`src/rtl/input_debouncer_if.sv`:
```
// Switch/button bundle for input_debouncer: raw levels in,
// clean levels, event strobes and operand nibbles out.
interface input_debouncer_if;
    logic [7:0] sw;
    logic       btn;
    logic [7:0] sw_db;
    logic       sw_changed;
    logic       btn_pulse;
    logic [3:0] operand_a;
    logic [3:0] operand_b;

    modport master (
        output sw,
        output btn,
        input  sw_db,
        input  sw_changed,
        input  btn_pulse,
        input  operand_a,
        input  operand_b
    );

    modport slave (
        input  sw,
        input  btn,
        output sw_db,
        output sw_changed,
        output btn_pulse,
        output operand_a,
        output operand_b
    );
endinterface

```
`src/rtl/input_debouncer.sv`:
```
// Synchronise and debounce 8 switches + 1 button on the board clock.
// Define OPERAND_HOLD_EN to latch operands on a button press.
module input_debouncer #(
    parameter int DEBOUNCE_CYCLES = 1000000
) (
    input logic         clock,
    input logic         reset,
    input_debouncer_if.slave bus
);
    localparam int CW = $clog2(DEBOUNCE_CYCLES + 1);
    localparam logic [CW-1:0] LAST = CW'(DEBOUNCE_CYCLES - 1);

    logic [8:0]    s1;
    logic [8:0]    s2;
    logic [8:0]    stable;
    logic [8:0]    stable_nxt;
    logic [CW-1:0] cnt     [9];
    logic [CW-1:0] cnt_nxt [9];
    logic          btn_q;
    logic          sw_changed;
    logic          btn_pulse;

    // Any cycle where s2 agrees with the accepted level restarts the count.
    always_comb begin
        for (int i = 0; i < 9; i++) begin
            stable_nxt[i] = stable[i];
            cnt_nxt[i]    = '0;
            if (s2[i] != stable[i]) begin
                if (cnt[i] == LAST) begin
                    stable_nxt[i] = s2[i];
                end else begin
                    cnt_nxt[i] = cnt[i] + 1'b1;
                end
            end
        end
    end

    always_ff @(posedge clock) begin
        if (reset) begin
            s1         <= '0;
            s2         <= '0;
            stable     <= '0;
            btn_q      <= 1'b0;
            sw_changed <= 1'b0;
            btn_pulse  <= 1'b0;
            for (int i = 0; i < 9; i++) begin
                cnt[i] <= '0;
            end
        end else begin
            s1         <= {bus.btn, bus.sw};
            s2         <= s1;
            stable     <= stable_nxt;
            cnt        <= cnt_nxt;
            sw_changed <= (stable_nxt[7:0] != stable[7:0]);
            btn_q      <= stable[8];
            btn_pulse  <= stable[8] & ~btn_q;
        end
    end

    assign bus.sw_db      = stable[7:0];
    assign bus.sw_changed = sw_changed;
    assign bus.btn_pulse  = btn_pulse;

`ifdef OPERAND_HOLD_EN
    logic [3:0] op_a;
    logic [3:0] op_b;

    // Captures the pre-edge sw_db even if it changes on this edge.
    always_ff @(posedge clock) begin
        if (reset) begin
            op_a <= '0;
            op_b <= '0;
        end else if (btn_pulse) begin
            op_a <= stable[3:0];
            op_b <= stable[7:4];
        end
    end

    assign bus.operand_a = op_a;
    assign bus.operand_b = op_b;
`else
    assign bus.operand_a = stable[3:0];
    assign bus.operand_b = stable[7:4];
`endif
endmodule

```
`src/flat_wrapper.sv`:
```
// flat-port wrapper written by rule: the top's interface ports become plain ports
module input_debouncer_flat 
#(
    parameter int DEBOUNCE_CYCLES = 1000000
)
  (clock, reset, bus_sw, bus_btn, bus_sw_db, bus_sw_changed, bus_btn_pulse, bus_operand_a, bus_operand_b);
  input_debouncer_if bus_i ();
  input logic clock;
  input logic reset;
  input wire logic [$bits(bus_i.sw)-1:0] bus_sw;
  input wire logic [$bits(bus_i.btn)-1:0] bus_btn;
  output wire logic [$bits(bus_i.sw_db)-1:0] bus_sw_db;
  output wire logic [$bits(bus_i.sw_changed)-1:0] bus_sw_changed;
  output wire logic [$bits(bus_i.btn_pulse)-1:0] bus_btn_pulse;
  output wire logic [$bits(bus_i.operand_a)-1:0] bus_operand_a;
  output wire logic [$bits(bus_i.operand_b)-1:0] bus_operand_b;
  assign bus_i.sw = bus_sw;
  assign bus_i.btn = bus_btn;
  assign bus_sw_db = bus_i.sw_db;
  assign bus_sw_changed = bus_i.sw_changed;
  assign bus_btn_pulse = bus_i.btn_pulse;
  assign bus_operand_a = bus_i.operand_a;
  assign bus_operand_b = bus_i.operand_b;
  input_debouncer #(.DEBOUNCE_CYCLES(DEBOUNCE_CYCLES)) u_core (.clock(clock), .reset(reset), .bus(bus_i));
endmodule
```
`config.mk`:
```
export PLATFORM = sky130hd
export DESIGN_NAME = input_debouncer_flat
export DESIGN_NICKNAME = d
export VERILOG_FILES = /design/src/rtl/input_debouncer_if.sv /design/src/rtl/input_debouncer.sv /design/src/flat_wrapper.sv
export SDC_FILE = /design/constraint.sdc
export NUM_CORES = 1
export LEC_CHECK = 0
export BUFFER_PORTS_ARGS = -buffer_cell sky130_fd_sc_hd__buf_4
export CAP_MARGIN = 20
export CELL_PAD_IN_SITES_DETAIL_PLACEMENT = 2
export CELL_PAD_IN_SITES_GLOBAL_PLACEMENT = 2
export CORE_UTILIZATION = 35
export DETAILED_ROUTE_END_ITERATION = 6
export GPL_TIMING_DRIVEN = 0
export PLACE_DENSITY_LB_ADDON = 0.15
export SYNTH_ARGS = -nofsm -noshare
export SYNTH_HDL_FRONTEND = slang
export SYNTH_SLANG_ARGS = --single-unit
export TNS_END_PERCENT = 10
```
`constraint.sdc`:
```
create_clock -name clock -period 2.15 [get_ports clock]
set_clock_uncertainty 0.1 [all_clocks]
set_input_delay 0.5375 -clock clock [delete_from_list [all_inputs] [get_ports clock]]
set_output_delay 0.5375 -clock clock [all_outputs]
set_load 0.01 [all_outputs]
```
==> impl_metrics.toml, run 1 <==
[status]
status = "finished, violations left"
violations = "negative setup slack"

[cells_and_area]
syn2layout_area_growth_pct = 18.3
fin_nets = 1076
diodes = 0
regArea_um2 = 4210
nFillCells = 2717
stdcell_count = 1398
drive_gt1_share_pct = 11.5
multi_input_area_um2 = 4460
final_area_um2 = 10500

[placement]
placedCellCount = 1352
dp_hpwl_um = 14700
place_congestion = 0.723
io_buffers = 27
placed_cell_area_um2 = 9450

[clock_network]
cts_tree = "done"
clockBufferDepth = 3
ctsRootBufferMaster = "clkbuf_16"
clk_pin_slew_ns = 0.06
htree_levels = 1
numCtsBuffers = 26
cts.sinks = 210
holdBufCountCts = 0
insertion_delay_ns = 0.52

[setup_path]
cp_data_arrival_time_ns = 2.52
slowest_stage = "or4_4"
cp-start-kind = "register"
cp_top_family = "simple AND/OR/NAND/NOR gates"
path_class = "register to register"
critPathCaptureType = "register"
cp_max_fo = 3
critPathRequiredTime_ns = 2.48
cp_cell_sequence = "or4b_1 > or4_4 > or3_1 > a41oi_2"
critPathMaxStageDelay_ns = 0.56
crit_buf_inv = 0

[routing]
num_vias = 6935
vias_per_cell = 4.96
drt_drc_violations_left = 0
drtIter0Drc = 244
wl_per_cell_um = 15.3
antenna_left = 0
routed_wl_um = 21400
drt_pass1_iterations = 4

[sta]
timing.hold.ws_ns = 0.125
finalSetupTns_ns = -0.0326
tightest_slew_ns = 0.672
max_freq_ghz = 0.458
slew_viol_final = 0
slew_headroom_pct = 54.8
hold_viol = 0
period_needed_ns = 2.18
grt_setup_unrepaired = "yes"
period_share_pct = 102
timing.final.ws_setup_ns = -0.0326
setup_viol = 1

[synth]
synth_cell_types = 33
synth_edf_count = 0
ys_warn_count = 0
netlist_instances = 1001
ys_ff_latch = 210
syn_nets = 1021
async_reset_ff_share_pct = 0
avgSynthCellArea_um2 = 8.83
synth-main-ff-cell = "dfxtp_1"
yosysSeqAreaShare_pct = 47.5
synthesis.area_um2 = 8840

[power_and_ir_drop]
p_leak_nw = 3.37
p_sw_share_pct = 20.6
sequentialPowerShare_pct = 46.6
internal_power_w = 0.00668
comb_power_share_pct = 1.1
clkPwrFrac_pct = 52.2
p_per_area_nw_per_um2 = 805
p_sw_w = 0.00174
max-vdd-ir-drop_v = 0.000565

[global_routing]
grt_first_pass_wirelength_um = 36900
antenna_found_initial = 0
grt_pass1_vias = 7396
track_usage_pct = 17.1
grt_max_degree = 13
grt_overflow = 0

[floorplanning]
die_w_um = 161
rows = 57
dieArea_um2 = 25900
chipHeight_um = 161
num_io_pins = 29
initial_core_util_pct = 36.0
core_area_um2 = 24500

[hold_path]
holdCritPathClass = "input pin to register"

[job]
drv_cap = 0
[state kept, by name (all words and copies together), names as in the netlist]
name                   count
u_core.cnt               180
u_core.s1                  9
u_core.s2                  9
u_core.stable              9
u_core.btn_q               1
u_core.bus.btn_pulse       1
u_core.bus.sw_changed      1
[synth_stat cells, drive strengths merged, types with 20 or more instances]
cell	instances	area share (%)
nand4	38	2.7
dfxtp	210	48
buf	20	1.6
and3	21	1.5
xnor2	85	8.4
xor2	86	8.5
nor4	22	1.6
nand3	67	3.8
nor2b	23	1.6
nor2	223	9.5
nand2	61	2.6
nor3	25	1.4
[through the flow]
step / util, % / setup WS, ns / total power [W]
after floorplan: - / 0.137 / 0.00406
after global placement: 38.5 / -0.183 / 0.00410
after detailed placement: 38.5 / -0.211 / 0.00411
after CTS: 42.2 / -0.145 / 0.00860
after global routing: 42.6 / -0.0987 / 0.00877
final: 42.6 / -0.0326 / 0.00842
[cell usage in the layout (no fill, tap or decap), types with 9 or more instances in the layout]
master     instances
or3_1              9
dfxtp_1          209
nor4b_1           12
nand4_1           38
and3_1            21
nor2b_1           23
nor3_1            24
nor2_1           222
ha_1               9
clkbuf_16         27
nor4_1            15
xor2_1            86
xnor2_1           85
buf_4             43
clkbuf_2          10
nand3_1           66
inv_1             19
and4_1            13
clkbuf_1          12
nand2_1           61
[metal layers]
metal / wire [um] / vias to the layer above / share of wire (%) / track usage [%]
li1: - / 3440 / - / -
met1: 10000 / 3408 / 47 / 21.9
met2: 10400 / 51 / 49 / 29.9
met3: 503 / 36 / 2.4 / 2.61
met4: 441 / 0 / 2.1 / 4.46
met5: 0 / - / 0 / 0
[cells by family (layout without fill, tap and decap cells)]
kind of cell	after synthesis	after routing	synth area share, %
AOI/OAI and AO/OA	12	12	0.764
muxes	4	4	0.453
buffers and inverters	58	131	3.25
DFF	210	210	47.5
xor gates and xnor gates	171	171	16.9
adders and majority gates	9	9	1.27
and+or+nand+nor	537	537	29.8
[what timing repair did]
| item | 4_1_cts | 5_1_grt |
|---|---|---|
| buffers inserted | 0 | 0 |
| pin swaps | 0 | 2 |
| endpoints found under the setup margin | 110 | 172 |
| resized for setup | 12 | 37 |
[cell type report]
cell class,instances,share of cell area (%)
multi-input cells,733,42.6
clock buffers,40,7.50
repair buffers,27,1.94
clock inverters,6,0.801
plain buffers,39,2.36
flip-flops and latches,210,40.2
well taps,324,3.88
inverters,19,0.682
[path summary, 6_finish.rpt]
check            startpoint               endpoint  slack [ns]  depth (start not counted)
min reg2reg    u_core.btn_q   u_core.bus.btn_pulse        0.29                          1
max          u_core.cnt[51]  u_core.bus.sw_changed       -0.03                          4
max reg2reg  u_core.cnt[51]  u_core.bus.sw_changed       -0.03                          4
min               bus_sw[0]           u_core.s1[0]        0.13                          2
[worst reg2reg max path: cells and delay by family, from the launching register on]
kind / cells / cell delay (ns)
AND/OR/NAND/NOR: 3 / 1.47
flip-flops: 1 / 0.34
AO/OA/AOI/OAI: 1 / 0.19
[power by group through the flow]
| stage | Sequential (W) | Combinational, W | Clock (W) |
|---|---|---|---|
| after global placement | 0.00401 | 0.0000925 | 0 |
| after floorplan | 0.00401 | 0.0000555 | 0 |
| after CTS | 0.00393 | 0.0000976 | 0.00457 |
| after detailed placement | 0.00401 | 0.0000953 | 0 |
| final | 0.00393 | 0.0000950 | 0.00440 |
| after global routing | 0.00393 | 0.000108 | 0.00473 |
Power figures use the tool's default switching activity.
==> inputs of run 2 (changes only) <==
CORE_UTILIZATION = 39   (was 35)
CTS_CLUSTER_SIZE = 16   (was not set)
clock period = 2.4 ns   (was 2.15 ns; I/O delays follow)
==> impl_metrics.toml, run 2 (synthesized netlist as in run 1, its figures left out) <==
[routing]
drtIter0Drc = 137
wl_per_cell_um = 16.5
routed_wl_um = 22300
antenna_left = 0
drt_pass1_iterations = 6
drt_drc_violations_left = 0
num_vias = 7011
vias_per_cell = 5.17

[power_and_ir_drop]
p_leak_nw = 3.34
comb_power_share_pct = 1.1
max-vdd-ir-drop_v = 0.000456
p_sw_w = 0.00162
p_total_w = 0.00782
sequentialPowerShare_pct = 45.0
p_per_area_nw_per_um2 = 756
clkPwrFrac_pct = 53.9
internal_power_w = 0.00620
p_sw_share_pct = 20.7

[setup_path]
critPathMaxStageDelay_ns = 0.59
critPathCaptureType = "register"
cp.depth = 6
critPathRequiredTime_ns = 2.74
ff2ff_path_depth = 6
cp_max_fo = 4
cp_top_family = "simple AND/OR/NAND/NOR gates"
cp_cell_sequence = "ha_1 > and3_1 > nand3_1 > nor4_1 > a2111oi_0 > a41oi_1"
cp-start-kind = "register"
cp_data_arrival_time_ns = 2.56
path_class = "register to register"
slowest_stage = "nor4_1"
crit_buf_inv = 0

[sta]
hold_viol = 0
timing.hold.ws_ns = 0.186
grt_setup_unrepaired = "yes"
period_share_pct = 92.4
setup_viol = 0
slew_viol_final = 0
tightest_slew_ns = 0.901
period_needed_ns = 2.22
finalSetupTns_ns = 0
slew_headroom_pct = 39.4
max_freq_ghz = 0.451

[global_routing]
grt_first_pass_wirelength_um = 37900
track_usage_pct = 19.6
grt_max_degree = 13
grt_overflow = 0
antenna_found_initial = 0
grt_pass1_vias = 7639

[hold_path]
holdCritPathClass = "input pin to register"
whs_path_depth = 2

[floorplanning]
dieArea_um2 = 23300
rows = 54
num_io_pins = 29
initial_core_util_pct = 40.1
core_area_um2 = 22000
chipHeight_um = 153
die_w_um = 153

[cells_and_area]
final_util_pct = 47.0
fin_nets = 1076
multi_input_area_um2 = 4370
regMostFlops = "u_core.cnt"
regArea_um2 = 4200
syn2layout_area_growth_pct = 17.1
diodes = 0
largest_reg_flops = 180
nFillCells = 2418
mostFrequentLayoutCell = "nor2_1"
drive_gt1_share_pct = 9.86
final_cell_mix = "223 x nor2_1, 210 x dfxtp_1, 86 x xor2_1"

[clock_network]
clockBufferDepth = 3
htree_levels = 1
insertion_delay_ns = 0.53
holdBufCountCts = 0
cts.sinks = 210
cts_tree = "done"
ctsRootBufferMaster = "clkbuf_16"
cts.repair.resized = 2
clk_pin_slew_ns = 0.06
numCtsBuffers = 26
cts_setup_buffers = 0

[placement]
dp_hpwl_um = 15100
io_buffers = 27
place_congestion = 0.726

[status]
status = "finished clean"

[job]
drv_cap = 0
==> run 2: power by group through the flow <==
stage | clock [W] | combinational, W | sequential [W]
finish | 0.00422 | 0.0000881 | 0.00352
global route | 0.00448 | 0.0000987 | 0.00352
CTS | 0.00433 | 0.0000919 | 0.00352
floorplan | 0 | 0.0000498 | 0.00359
detailed placement | 0 | 0.0000900 | 0.00359
global placement | 0 | 0.0000866 | 0.00359
==> run 2: path summary, 6_finish.rpt <==
path | start | to | slack [ns]
setup / recovery | u_core.cnt[120] | u_core.bus.sw_changed | 0.18
hold / removal | bus_sw[0] | u_core.s1[0] | 0.19
setup reg to reg | u_core.cnt[120] | u_core.bus.sw_changed | 0.18
hold reg to reg | u_core.btn_q | u_core.bus.btn_pulse | 0.28
==> run 2: cell type report <==
type                            count  share of cell area [%]
Multi-Input combinational cell    733                    42.2
Sequential cell                   210                    40.6
Clock buffer                       35                    7.40
Tap cell                          280                    3.38
Buffer                             39                    2.11
Timing Repair Buffer               27                    1.96
Clock inverter                     12                    1.67
Inverter                           19                   0.689
==> run 2: per-layer routing <==
layer  vias to the layer above  track usage (%)  wire length, um
li1                       3444                -                -
met1                      3465             24.3            10100
met2                        62             35.2            11100
met3                        40             2.79              596
met4                         0             5.39              466
met5                         -                0                0
==> run 2: worst register-to-register path, cell delays in order (launching register included) <==
cell       delay, ns
dfxtp_1         0.37
ha_1            0.22
and3_1          0.20
nand3_1         0.15
nor4_1          0.59
a2111oi_0       0.21
a41oi_1         0.28
==> run 2: through the flow <==
stage          setup slack (ns)  cell area, um^2  std cells
6_report                  0.183            10400       1355
5_1_grt                 -0.0299            10400       1355
4_1_cts                  0.0713            10300       1355
3_5_place_dp             0.0230             9400       1308
3_3_place_gp             0.0461             9400       1308
2_1_floorplan             0.387             8840       1001
==> inputs of run 3 (changes only) <==
ABC_AREA = 1   (was not set)
CELL_PAD_IN_SITES_DETAIL_PLACEMENT = not set   (was 2)
CELL_PAD_IN_SITES_GLOBAL_PLACEMENT = not set   (was 2)
CORE_UTILIZATION = 50   (was 39)
CTS_CLUSTER_SIZE = not set   (was 16)
==> impl_metrics.toml, run 3 <==
[cells_and_area]
syn2layout_area_growth_pct = 12.7
drive_gt1_share_pct = 13.1
stdcell_count = 1648
final_area_um2 = 11100
largest_reg_flops = 180
nFillCells = 1853
diodes = 0
fin_nets = 1393
regMostFlops = "u_core.cnt"
mostFrequentLayoutCell = "nor2_1"
final_cell_mix = "248 x nor2_1, 217 x nand2_1, 210 x dfxtp_1"

[sta]
period_share_pct = 78.0
grt_setup_unrepaired = "no"
hold_viol = 0
period_needed_ns = 1.87
slew_headroom_pct = 57.1
timing.hold.ws_ns = 0.228
slew_viol_final = 0
setup_viol = 0
finalSetupTns_ns = 0
tightest_slew_ns = 0.643
max_freq_ghz = 0.534

[floorplanning]
initial_core_util_pct = 51.8
dieArea_um2 = 20300
core_area_um2 = 19000
num_io_pins = 29
rows = 50
chipHeight_um = 142
die_w_um = 142

[routing]
routed_wl_um = 18600
drtIter0Drc = 230
wl_per_cell_um = 11.3
vias_per_cell = 4.84
drt_pass1_iterations = 5
drt_drc_violations_left = 0
antenna_left = 0
num_vias = 7971

[global_routing]
antenna_found_initial = 0
grt_max_degree = 13
track_usage_pct = 19.1
grt_first_pass_wirelength_um = 32300
grt_overflow = 0
grt_pass1_vias = 7290

[synth]
avgSynthCellArea_um2 = 7.47
synth-main-ff-cell = "dfxtp_1"
synth_edf_count = 0
yosys-top-cells-area = "dfxtp_1 43%, nor2_1 9.4%, nand2_1 8.3%, inv_1 5.6%, xor2_1 5.2%"
synthesis.area_um2 = 9860
yosys.area.top_type = "dfxtp_1"
ys_ff_latch = 210
async_reset_ff_share_pct = 0
synthTopCellsByCount = "248 x nor2_1, 217 x nand2_1, 210 x dfxtp_1"
synth_cell_types = 40
netlist_instances = 1320
yosysMostFrequentCell = "nor2_1"
yosysSeqAreaShare_pct = 42.7
syn_nets = 1340
ys_warn_count = 0
synth_top_area_share_pct = 42.7

[placement]
place_congestion = 0.850
dp_hpwl_um = 13300
placedCellCount = 1608
io_buffers = 28
placed_cell_area_um2 = 10400

[setup_path]
critPathRequiredTime_ns = 1.70
critPathMaxStageDelay_ns = 0.43
cp_max_fo = 4
crit_buf_inv = 2
critPathCaptureType = "output port"
slowest_stage = "dfxtp_1"
cp.depth = 2
path_class = "register to output port"
cp_top_family = "flip-flops"
ff2ff_path_depth = 7
cp_data_arrival_time_ns = 1.17
cp_common_cell = "buf_4"
cp_cell_sequence = "buf_4 > buf_4"
cp-start-kind = "register"

[power_and_ir_drop]
p_leak_nw = 3.90
p_per_area_nw_per_um2 = 623
p_total_w = 0.00691
max-vdd-ir-drop_v = 0.000385

[clock_network]
clk_pin_slew_ns = 0.06
cts_setup_buffers = 0
insertion_delay_ns = 0.50
cts.sinks = 210
cts_tree = "done"
clockBufferDepth = 3
holdBufCountCts = 0
htree_levels = 1
cts.repair.resized = 0
numCtsBuffers = 23
ctsRootBufferMaster = "clkbuf_16"

[hold_path]
whs_path_depth = 3
holdCritPathClass = "input pin to register"

[status]
status = "finished clean"

[job]
drv_cap = 0
run 3: kinds of logic (layout without fill, tap and decap cells):
family                   after synthesis  count (layout)  synth area share, %
adder cells (fa/ha/maj)                9               9                 1.14
AND/OR/NAND/NOR                      730             730                 35.5
XOR/XNOR                              80              80                 7.11
buffers and inverters                195             263                 8.34
flip-flops                           210             210                 42.7
AO/OA/AOI/OAI                         96              96                 5.21
run 3: final timing paths:
kind | from | endpoint | slack [ns]
setup / recovery | u_core.stable[5] | bus_operand_b[1] | 0.53
hold / removal | bus_sw[0] | u_core.s1[0] | 0.23
setup reg to reg | u_core.cnt[0] | u_core.cnt[6] | 0.59
hold reg to reg | u_core.s1[2] | u_core.s2[2] | 0.30
run 3: per-stage QoR:
| stage | utilization [%] | setup slack, ns |
|---|---|---|
| after floorplan | - | 0.816 |
| after global placement | 54.6 | 0.311 |
| after detailed placement | 54.6 | 0.286 |
| after CTS | 58.4 | 0.507 |
| after global routing | 58.4 | 0.400 |
| final | 58.4 | 0.528 |
run 3: worst reg2reg max path, stage by stage, from the launching register on:
cell,delay (ns)
dfxtp_1,0.39
ha_1,0.19
nand2_1,0.16
nor3_4,0.28
nand3_1,0.17
nand2_1,0.10
buf_2,0.24
nor3_1,0.07
run 3: layer usage:
metal	GRT usage, %	up-vias	part of all wire (%)
met3	3.06	19	3.3
met2	31.8	83	45
met1	25.9	3554	50
met4	4.24	0	1.3
li1	-	4315	-
met5	0	-	0
run 3: power by group:
group / total, W / switching (W) / internal, W
combinational: 0.0000892 / 0.0000600 / 0.0000291
clock: 0.00331 / 0.00133 / 0.00197
sequential: 0.00352 / 0.0000104 / 0.00351
run 3: layout make-up:
cell class	count	area, um^2	area share, %
clock inverters	3	15.0	0.135
plain buffers	43	251	2.26
clock buffers	37	698	6.29
inverters	152	571	5.14
multi-input cells	915	4830	43.5
repair buffers	28	210	1.89
well taps	260	325	2.93
flip-flops and latches	210	4200	37.9
